$ cat src/rtl/i2s_pkg.sv
// Shared types and constants for the I2S receive path.
package i2s_pkg;

  // Default width of one channel word.
  localparam int DEFAULT_DATA_W = 16;

  // Channel tags carried on the word-select pin.
  localparam logic CH_LEFT  = 1'b0;
  localparam logic CH_RIGHT = 1'b1;

  // Deserializer states.
  typedef enum logic [1:0] {
    WAIT_SYNC = 2'd0,
    SHIFT     = 2'd1,
    PAD       = 2'd2
  } rx_state_t;

endpackage

$ cat src/rtl/i2s_rx_deserializer_sync_rise_det.sv
// N-flop synchronizer for an asynchronous clock-like pin, with a registered
// single-cycle pulse on every synchronized 0->1 transition.
module sync_rise_det #(
  parameter int STAGES = 2
) (
  input  logic clk,
  input  logic reset,
  input  logic d,
  output logic rise
);

  logic [STAGES-1:0] sync_q;
  logic              q_prev;
  logic              q;

  assign q = sync_q[STAGES-1];

  // Synchronizer chain; bit 0 absorbs metastability.
  always_ff @(posedge clk) begin
    // NOTE: sequential state uses non-blocking assignments so every flop
    // samples the pre-edge value of its neighbour, giving a true shift chain.
    if (reset) sync_q <= '0;
    else       sync_q <= {sync_q[STAGES-2:0], d};
  end

  // Edge detector on the synchronized level, registered for clean timing.
  always_ff @(posedge clk) begin
    if (reset) begin
      q_prev <= 1'b0;
      rise   <= 1'b0;
    end else begin
      q_prev <= q;
      rise   <= q & ~q_prev;
    end
  end

endmodule

$ cat src/rtl/i2s_rx_deserializer.sv
// I2S receiver: oversamples sclk / l_r_clk / sdata in the clk domain and
// recovers MSB-first signed words with a one-cycle strobe and channel tag.
module i2s_rx_deserializer
  import i2s_pkg::*;
#(
  parameter int DATA_W      = DEFAULT_DATA_W,
  parameter int SYNC_STAGES = 2
) (
  input  logic                     clk,
  input  logic                     reset,
  input  logic                     sclk,
  input  logic                     l_r_clk,
  input  logic                     sdata,
  output logic signed [DATA_W-1:0] sample_out,
  output logic                     sample_valid,
  output logic                     sample_ch,
  output logic                     frame_lr,
  output logic signed [DATA_W-1:0] left_out,
  output logic signed [DATA_W-1:0] right_out,
  output logic                     frame_err
);

  localparam int                CNT_W    = $clog2(DATA_W);
  localparam logic [CNT_W-1:0]  LAST_BIT = CNT_W'(DATA_W - 1);

  // Pin synchronizers and bit-clock rise detection.
  logic                   rise;
  logic [SYNC_STAGES-1:0] lr_sync;
  logic [SYNC_STAGES-1:0] sd_sync;
  logic                   lr_s;
  logic                   sd_s;

  sync_rise_det #(
    .STAGES (SYNC_STAGES)
  ) u_sclk_det (
    .clk   (clk),
    .reset (reset),
    .d     (sclk),
    .rise  (rise)
  );

  // Word-select and data synchronizers, plus one flop so lr_s/sd_s line up
  // with the registered rise pulse and reflect the pins at the sclk edge.
  always_ff @(posedge clk) begin
    if (reset) begin
      lr_sync <= '0;
      sd_sync <= '0;
      lr_s    <= 1'b0;
      sd_s    <= 1'b0;
    end else begin
      lr_sync <= {lr_sync[SYNC_STAGES-2:0], l_r_clk};
      sd_sync <= {sd_sync[SYNC_STAGES-2:0], sdata};
      lr_s    <= lr_sync[SYNC_STAGES-1];
      sd_s    <= sd_sync[SYNC_STAGES-1];
    end
  end

  // Deserializer state. shreg holds the first DATA_W-1 bits of a word;
  // the final bit is appended straight from sd_s when the word completes.
  rx_state_t          state;
  logic [CNT_W-1:0]   bit_cnt;
  logic [DATA_W-2:0]  shreg;
  logic               cur_ch;
  logic               lr_last;
  logic               primed;
  logic               boundary;
  logic [DATA_W-1:0]  word_next;

  // The level seen at the first rise after reset is only a reference, so
  // joining mid-word never fabricates a boundary and a partial word.
  assign boundary  = primed && (lr_s != lr_last);
  assign word_next = {shreg, sd_s};
  assign frame_lr  = sample_ch;

  // Shift register for incoming data bits.
  always_ff @(posedge clk) begin
    // NOTE: pure datapath register with no reset; it is always refilled
    // from a boundary before its contents are used.
    if (rise && !boundary && state == SHIFT) begin
      shreg <= word_next[DATA_W-2:0];
    end
  end

  // Framing FSM and output registers, advanced only on bit-clock rises.
  always_ff @(posedge clk) begin
    if (reset) begin
      state        <= WAIT_SYNC;
      bit_cnt      <= '0;
      cur_ch       <= CH_LEFT;
      lr_last      <= 1'b0;
      primed       <= 1'b0;
      sample_out   <= '0;
      left_out     <= '0;
      right_out    <= '0;
      sample_valid <= 1'b0;
      sample_ch    <= CH_LEFT;
      frame_err    <= 1'b0;
    end else begin
      sample_valid <= 1'b0;
      frame_err    <= 1'b0;
      if (rise) begin
        lr_last <= lr_s;
        primed  <= 1'b1;
        if (boundary) begin
          // Boundary rise is the one-bit delay slot; its data is ignored.
          frame_err <= (state == SHIFT);
          state     <= SHIFT;
          bit_cnt   <= '0;
          cur_ch    <= lr_s;
        end else if (state == SHIFT) begin
          bit_cnt <= bit_cnt + 1'b1;
          if (bit_cnt == LAST_BIT) begin
            state        <= PAD;
            sample_valid <= 1'b1;
            sample_out   <= word_next;
            sample_ch    <= cur_ch;
            if (cur_ch == CH_RIGHT) right_out <= word_next;
            else                    left_out  <= word_next;
          end
        end
      end
    end
  end

endmodule

$ cat config.mk
export PLATFORM = sky130hd
export DESIGN_NAME = i2s_rx_deserializer
export DESIGN_NICKNAME = d
export VERILOG_FILES = /design/src/rtl/i2s_pkg.sv /design/src/rtl/i2s_rx_deserializer_sync_rise_det.sv /design/src/rtl/i2s_rx_deserializer.sv
export SDC_FILE = /design/constraint.sdc
export NUM_CORES = 1
export LEC_CHECK = 0
export ABC_AREA = 1
export BUFFER_PORTS_ARGS = -buffer_cell sky130_fd_sc_hd__buf_2
export CAP_MARGIN = 20
export CORE_AREA = 2 2 84 95
export DETAILED_ROUTE_END_ITERATION = 7
export DIE_AREA = 0 0 86 97
export PLACE_DENSITY_LB_ADDON = 0.15
export SYNTH_ARGS = -nofsm -noshare
export SYNTH_HDL_FRONTEND = slang
export SYNTH_SLANG_ARGS = --single-unit
$ cat constraint.sdc
create_clock -name clk -period 2.7 [get_ports clk]
set_clock_uncertainty 0.15 [all_clocks]
set_input_delay 0.54 -clock clk [delete_from_list [all_inputs] [get_ports clk]]
set_output_delay 0.54 -clock clk [all_outputs]
set_load 0.005 [all_outputs]
== Yosys cells after proc, flatten, opt, wreduce, memory -nomap -nowiden ==
Cells that the tools add are included.

* Memory bits (writable): 0
* ROM bits: 0
* Flip-flop bits (word level): 85
* Memories kept: 0
* Bits of input ports: 5
* Logic and storage cells: 49
* Bits in latches: 0

* $lt $le $gt $ge: 0
* Add/sub/neg operators: 1
* Multipliers: 0
* Reduce and logical (&&, ||, !) cells: 14
* Multiplexer cells: 6
* Shift operators: 0
* Divide/modulo/power cells: 0
* Equal/unequal tests: 3
* Bitwise logic cells: 6

{| class="wikitable"
|+ Operators with widths
! cell !! count
|-
| AND reduction 5 bit || 2
|-
| 2-to-1 mux 4 bit || 2
|-
| 2-to-1 mux 2 bit || 3
|-
| inverter 1 bit || 5
|-
| adder 4 x 1 -> 4 bit (second input constant) || 1
|-
| == test 4 bit (second input constant) || 1
|-
| AND reduction 2 bit || 2
|-
| AND reduction 4 bit || 1
|-
| nonzero test 2 bit || 2
|-
| OR reduction 4 bit || 1
|-
| logical AND 1 bit || 3
|-
| AND reduction 3 bit || 1
|-
| OR reduction 3 bit || 1
|-
| == test 2 x 1 -> 1 bit (second input constant) || 1
|-
| bitwise AND 1 bit || 1
|-
| zero test 1 bit || 1
|-
| 2-to-1 mux 1 bit || 1
|-
| != test 1 bit || 1
|}

== Longest topological paths before layout ==
* Depth after elaboration: 5
* Depth in mapped cells: 8
* Mapped depth without buffers: 7

== Hierarchy ==
From an unflattened synthesis, not the netlist that was laid out.

* Cell total of the unflattened synthesis: 384
* Area, all modules: 3169.3 µm²

{| class="wikitable"
|+ Modules (own cells, without submodules)
! module !! sequential area each (µm²) !! times used !! cells each !! area each (µm²)
|-
| i2s_rx_deserializer || 1771.7 || 1 || 372 || 3054.2
|-
| sync_rise_det || 80.1 || 1 || 12 || 115.1
|}

== Worst setup path before layout ==
OpenSTA, ideal clock, no wires.

* Path type: flip-flop to flip-flop
* From: reg u_sclk_det.rise
* To: reg shreg[0], enable pin
* Cell stages (with the launch flop): 5
* Required time: 2.191 ns
* Setup time: 0.359 ns
* Clock period less this slack: 1.565 ns
* Slack: 1.135 ns
* Path buffers: 0
* Data arrival time: 1.056 ns
* Path through: dfxtp_1 > nand3_4 > inv_1 > nand2_1 > inv_1

* Word-level cells in the longest chain between the ends: 2

{| class="wikitable"
|+ RTL lines
! item !! RTL line !! source
|-
| from (decl) || i2s_rx_deserializer_sync_rise_det.sv:9 || <nowiki>output logic rise</nowiki>
|-
| from (signal assigned) || i2s_rx_deserializer_sync_rise_det.sv:33 || <nowiki>rise <= q & ~q_prev;</nowiki>
|-
| logical AND 1 bit (2 in a row) || i2s_rx_deserializer.sv:79 || <nowiki>if (rise && !boundary && state == SHIFT) begin</nowiki>
|-
| to (signal assigned) || i2s_rx_deserializer.sv:80 || <nowiki>shreg <= word_next[DATA_W-2:0];</nowiki>
|-
| to (decl) || i2s_rx_deserializer.sv:62 || <nowiki>logic [DATA_W-2:0] shreg;</nowiki>
|}

Every way passes these cells.
A chain may end at the register's enable or synchronous reset.

== Worst setup path in the final report ==
* From: reg u_sclk_det.rise
* To: reg shreg[3], enable pin

The elaborated chain is that of the path after synthesis.

==> results.cfg <==
[sta]
period_share_pct = 69.0
worstMarginPinSlew_ns = 0.603
clock.fmax_mhz = 537
finalSetupTns_ns = 0
slew_headroom_pct = 59.8
finalSetupViolations = 0
finalCriticalPeriod_ns = 1.86
slew_viol_final = 0
hold_violations = 0
rsz0062_at_grt = false

[setup_path]
cp_data_arrival_time_ns = 1.70
startpoint_type = flip-flop
path_delay_family = buffers and inverters
required_ns = 2.53
path_cells = nand3_4, inv_1, nand2_1, inv_1
max_stage_delay_ns = 0.48
r2r_start = u_sclk_det.rise$_SDFF_PP0_
worstSetupEndpointType = flip-flop
path_buf_inv = 2
r2r_slack_ns = 0.84
cp_slowest_cell = dfxtp_1
critPathKind = reg2reg
worstPathMaxFanout = 15
critPathMostFrequentCell = inv_1
startpoint = u_sclk_det.rise$_SDFF_PP0_

[place]
numPortBuffers = 56
place.gp.congestion = 0.711
place_area_mm2 = 0.00351
dp_hpwl_um = 4240

[clock_network]
path_clk_slew_ns = 0.07
root_buffer = clkbuf_8
cts_buffer_depth = 2
cts_buffers = 9
cts_setup_buffers = 0
post_cts_resized = 0
cts_hold_buf = 0
cts.htree.levels = 3
tritoncts = built
clk_latency_ns = 0.35
clock-sinks = 85

[global_routing]
grt_use_total_pct = 16.6
grt_pass1_vias = 2283
grt_first_pass_wirelength_um = 10700
grt-ovfl-total = 0
antenna_found_initial = 0
grt_max_degree = 34

[die]
start_util_pct = 44.3
die-area_mm2 = 0.00834
io_pins = 57
die_h_um = 97
die_w_um = 86
core_area_mm2 = 0.00731
num_rows = 33

[synth]
ys_async_sr_fraction_pct = 0
synthTopCellsByCount = 107 x nand2_1, 77 x nor2_1, 70 x dfxtp_1
ys_types = 23
synth_seq_cells = 85
synth_warnings = 0
synth_top_area_share_pct = 43.2
ys_seq_area_share_pct = 57.1
synth_cells = 388
avgSynthCellArea_um2 = 8.35
post_synth_instance_area_mm2 = 0.00324
synth-edff-count = 15
yosysMostFrequentCell = nand2_1
synth_top_area_cell = dfxtp_1
synth-main-ff-cell = dfxtp_1
syn_nets = 394
netlist_top_cells_area = dfxtp_1 43%, edfxtp_1 14%, nand2_1 12%

[detailed_routing]
routed_wl_um = 6550
vias = 2423
drc = 0
wl_per_cell_um = 12.3
avgViaCountPerCell = 4.55
firstDrtPassIters = 5
ant_nets = 0
drtIter0Drc = 121

[worst_hold_path]
hp-start = u_sclk_det.q_prev$_SDFF_PP0_
hold_path_class = reg2reg

[cells_and_area]
ff_latch_area_mm2 = 0.00185
multi_input_area_mm2 = 0.00106
final_area_mm2 = 0.00369
drive_gt1_share_pct = 18.0
diodes = 0
syn_to_final_growth_pct = 14.0
nFillCells = 726
final_nets = 446

[run]
maxCapViolations = 0

[power]
p_per_area_mw_per_mm2 = 585
peakVddDrop_v = 0.000281
p_leak_nw = 1.88

[outcome]
status = complete, no violations
-- cells in the final DEF (no fill, tap or decap), types with 4 or more instances in the layout --
cell,n
nand2_1,107
nor2_1,77
dfxtp_1,70
buf_2,56
inv_1,50
nand3_1,23
edfxtp_1,15
a21oi_1,10
clkbuf_8,10
nand3_4,5
clkbuf_1,4
-- layout make-up --
class / count / share of cell area (%)
multi-input cells: 236 / 28.7
well taps: 87 / 2.95
clock inverters: 1 / 0.135
clock buffers: 15 / 4.81
flip-flops and latches: 85 / 50.1
repair buffers: 57 / 8.13
inverters: 51 / 5.18
-- state kept, by name (all words and copies together), names as in the netlist --
name / flops
u_sclk_det.rise: 1
cur_ch: 1
left_out: 16
lr_sync: 2
shreg: 15
lr_s: 1
primed: 1
bit_cnt: 4
lr_last: 1
sd_s: 1
u_sclk_det.q_prev: 1
state: 2
sample_out: 16
frame_err: 1
sd_sync: 2
u_sclk_det.sync_q: 2
sample_valid: 1
right_out: 16
frame_lr: 1
-- where the power goes --
group	switching (W)	leakage, nW	internal [W]	total (W)
clock	0.000420	0.0929	0.000416	0.000836
combinational	0.0000237	1.09	0.00000859	0.0000323
sequential	0.00000374	0.700	0.00129	0.00129
-- final timing paths --
kind | end | depth (start not counted)
min | u_sclk_det.rise$_SDFF_PP0_ | 1
max | shreg[3]$_DFFE_PP_ | 4
min reg2reg | u_sclk_det.rise$_SDFF_PP0_ | 1
max reg2reg | shreg[3]$_DFFE_PP_ | 4
-- through the flow --
stage	utilization [%]	power [W]	std cells	hold WS, ns	setup slack [ns]
global placement	48.1	0.00136	516	0.227	0.788
finish	50.6	0.00216	532	0.240	0.837
floorplan	-	0.00135	388	0.223	1.14
detailed placement	48.1	0.00136	516	0.235	0.759
global route	50.6	0.00225	532	0.240	0.686
CTS	50.6	0.00219	532	0.235	0.810
-- metal layers --
metal	wire [um]	vias to the layer above	global-route usage [%]
met2	3220	45	27.7
met5	0	-	0
met1	2930	1088	19.9
li1	-	1278	-
met4	163	0	8.91
met3	224	12	2.99
-- cell families (layout without fill, tap and decap cells) --
logic type	Yosys count	after routing	synth area share, %
compound gates	13	13	2.01
simple gates	222	222	30.3
flops	85	85	57.1
buf+inv	67	124	10.2
fa+ha+maj	1	1	0.386
No activity file was read; power rests on OpenSTA's default activity.
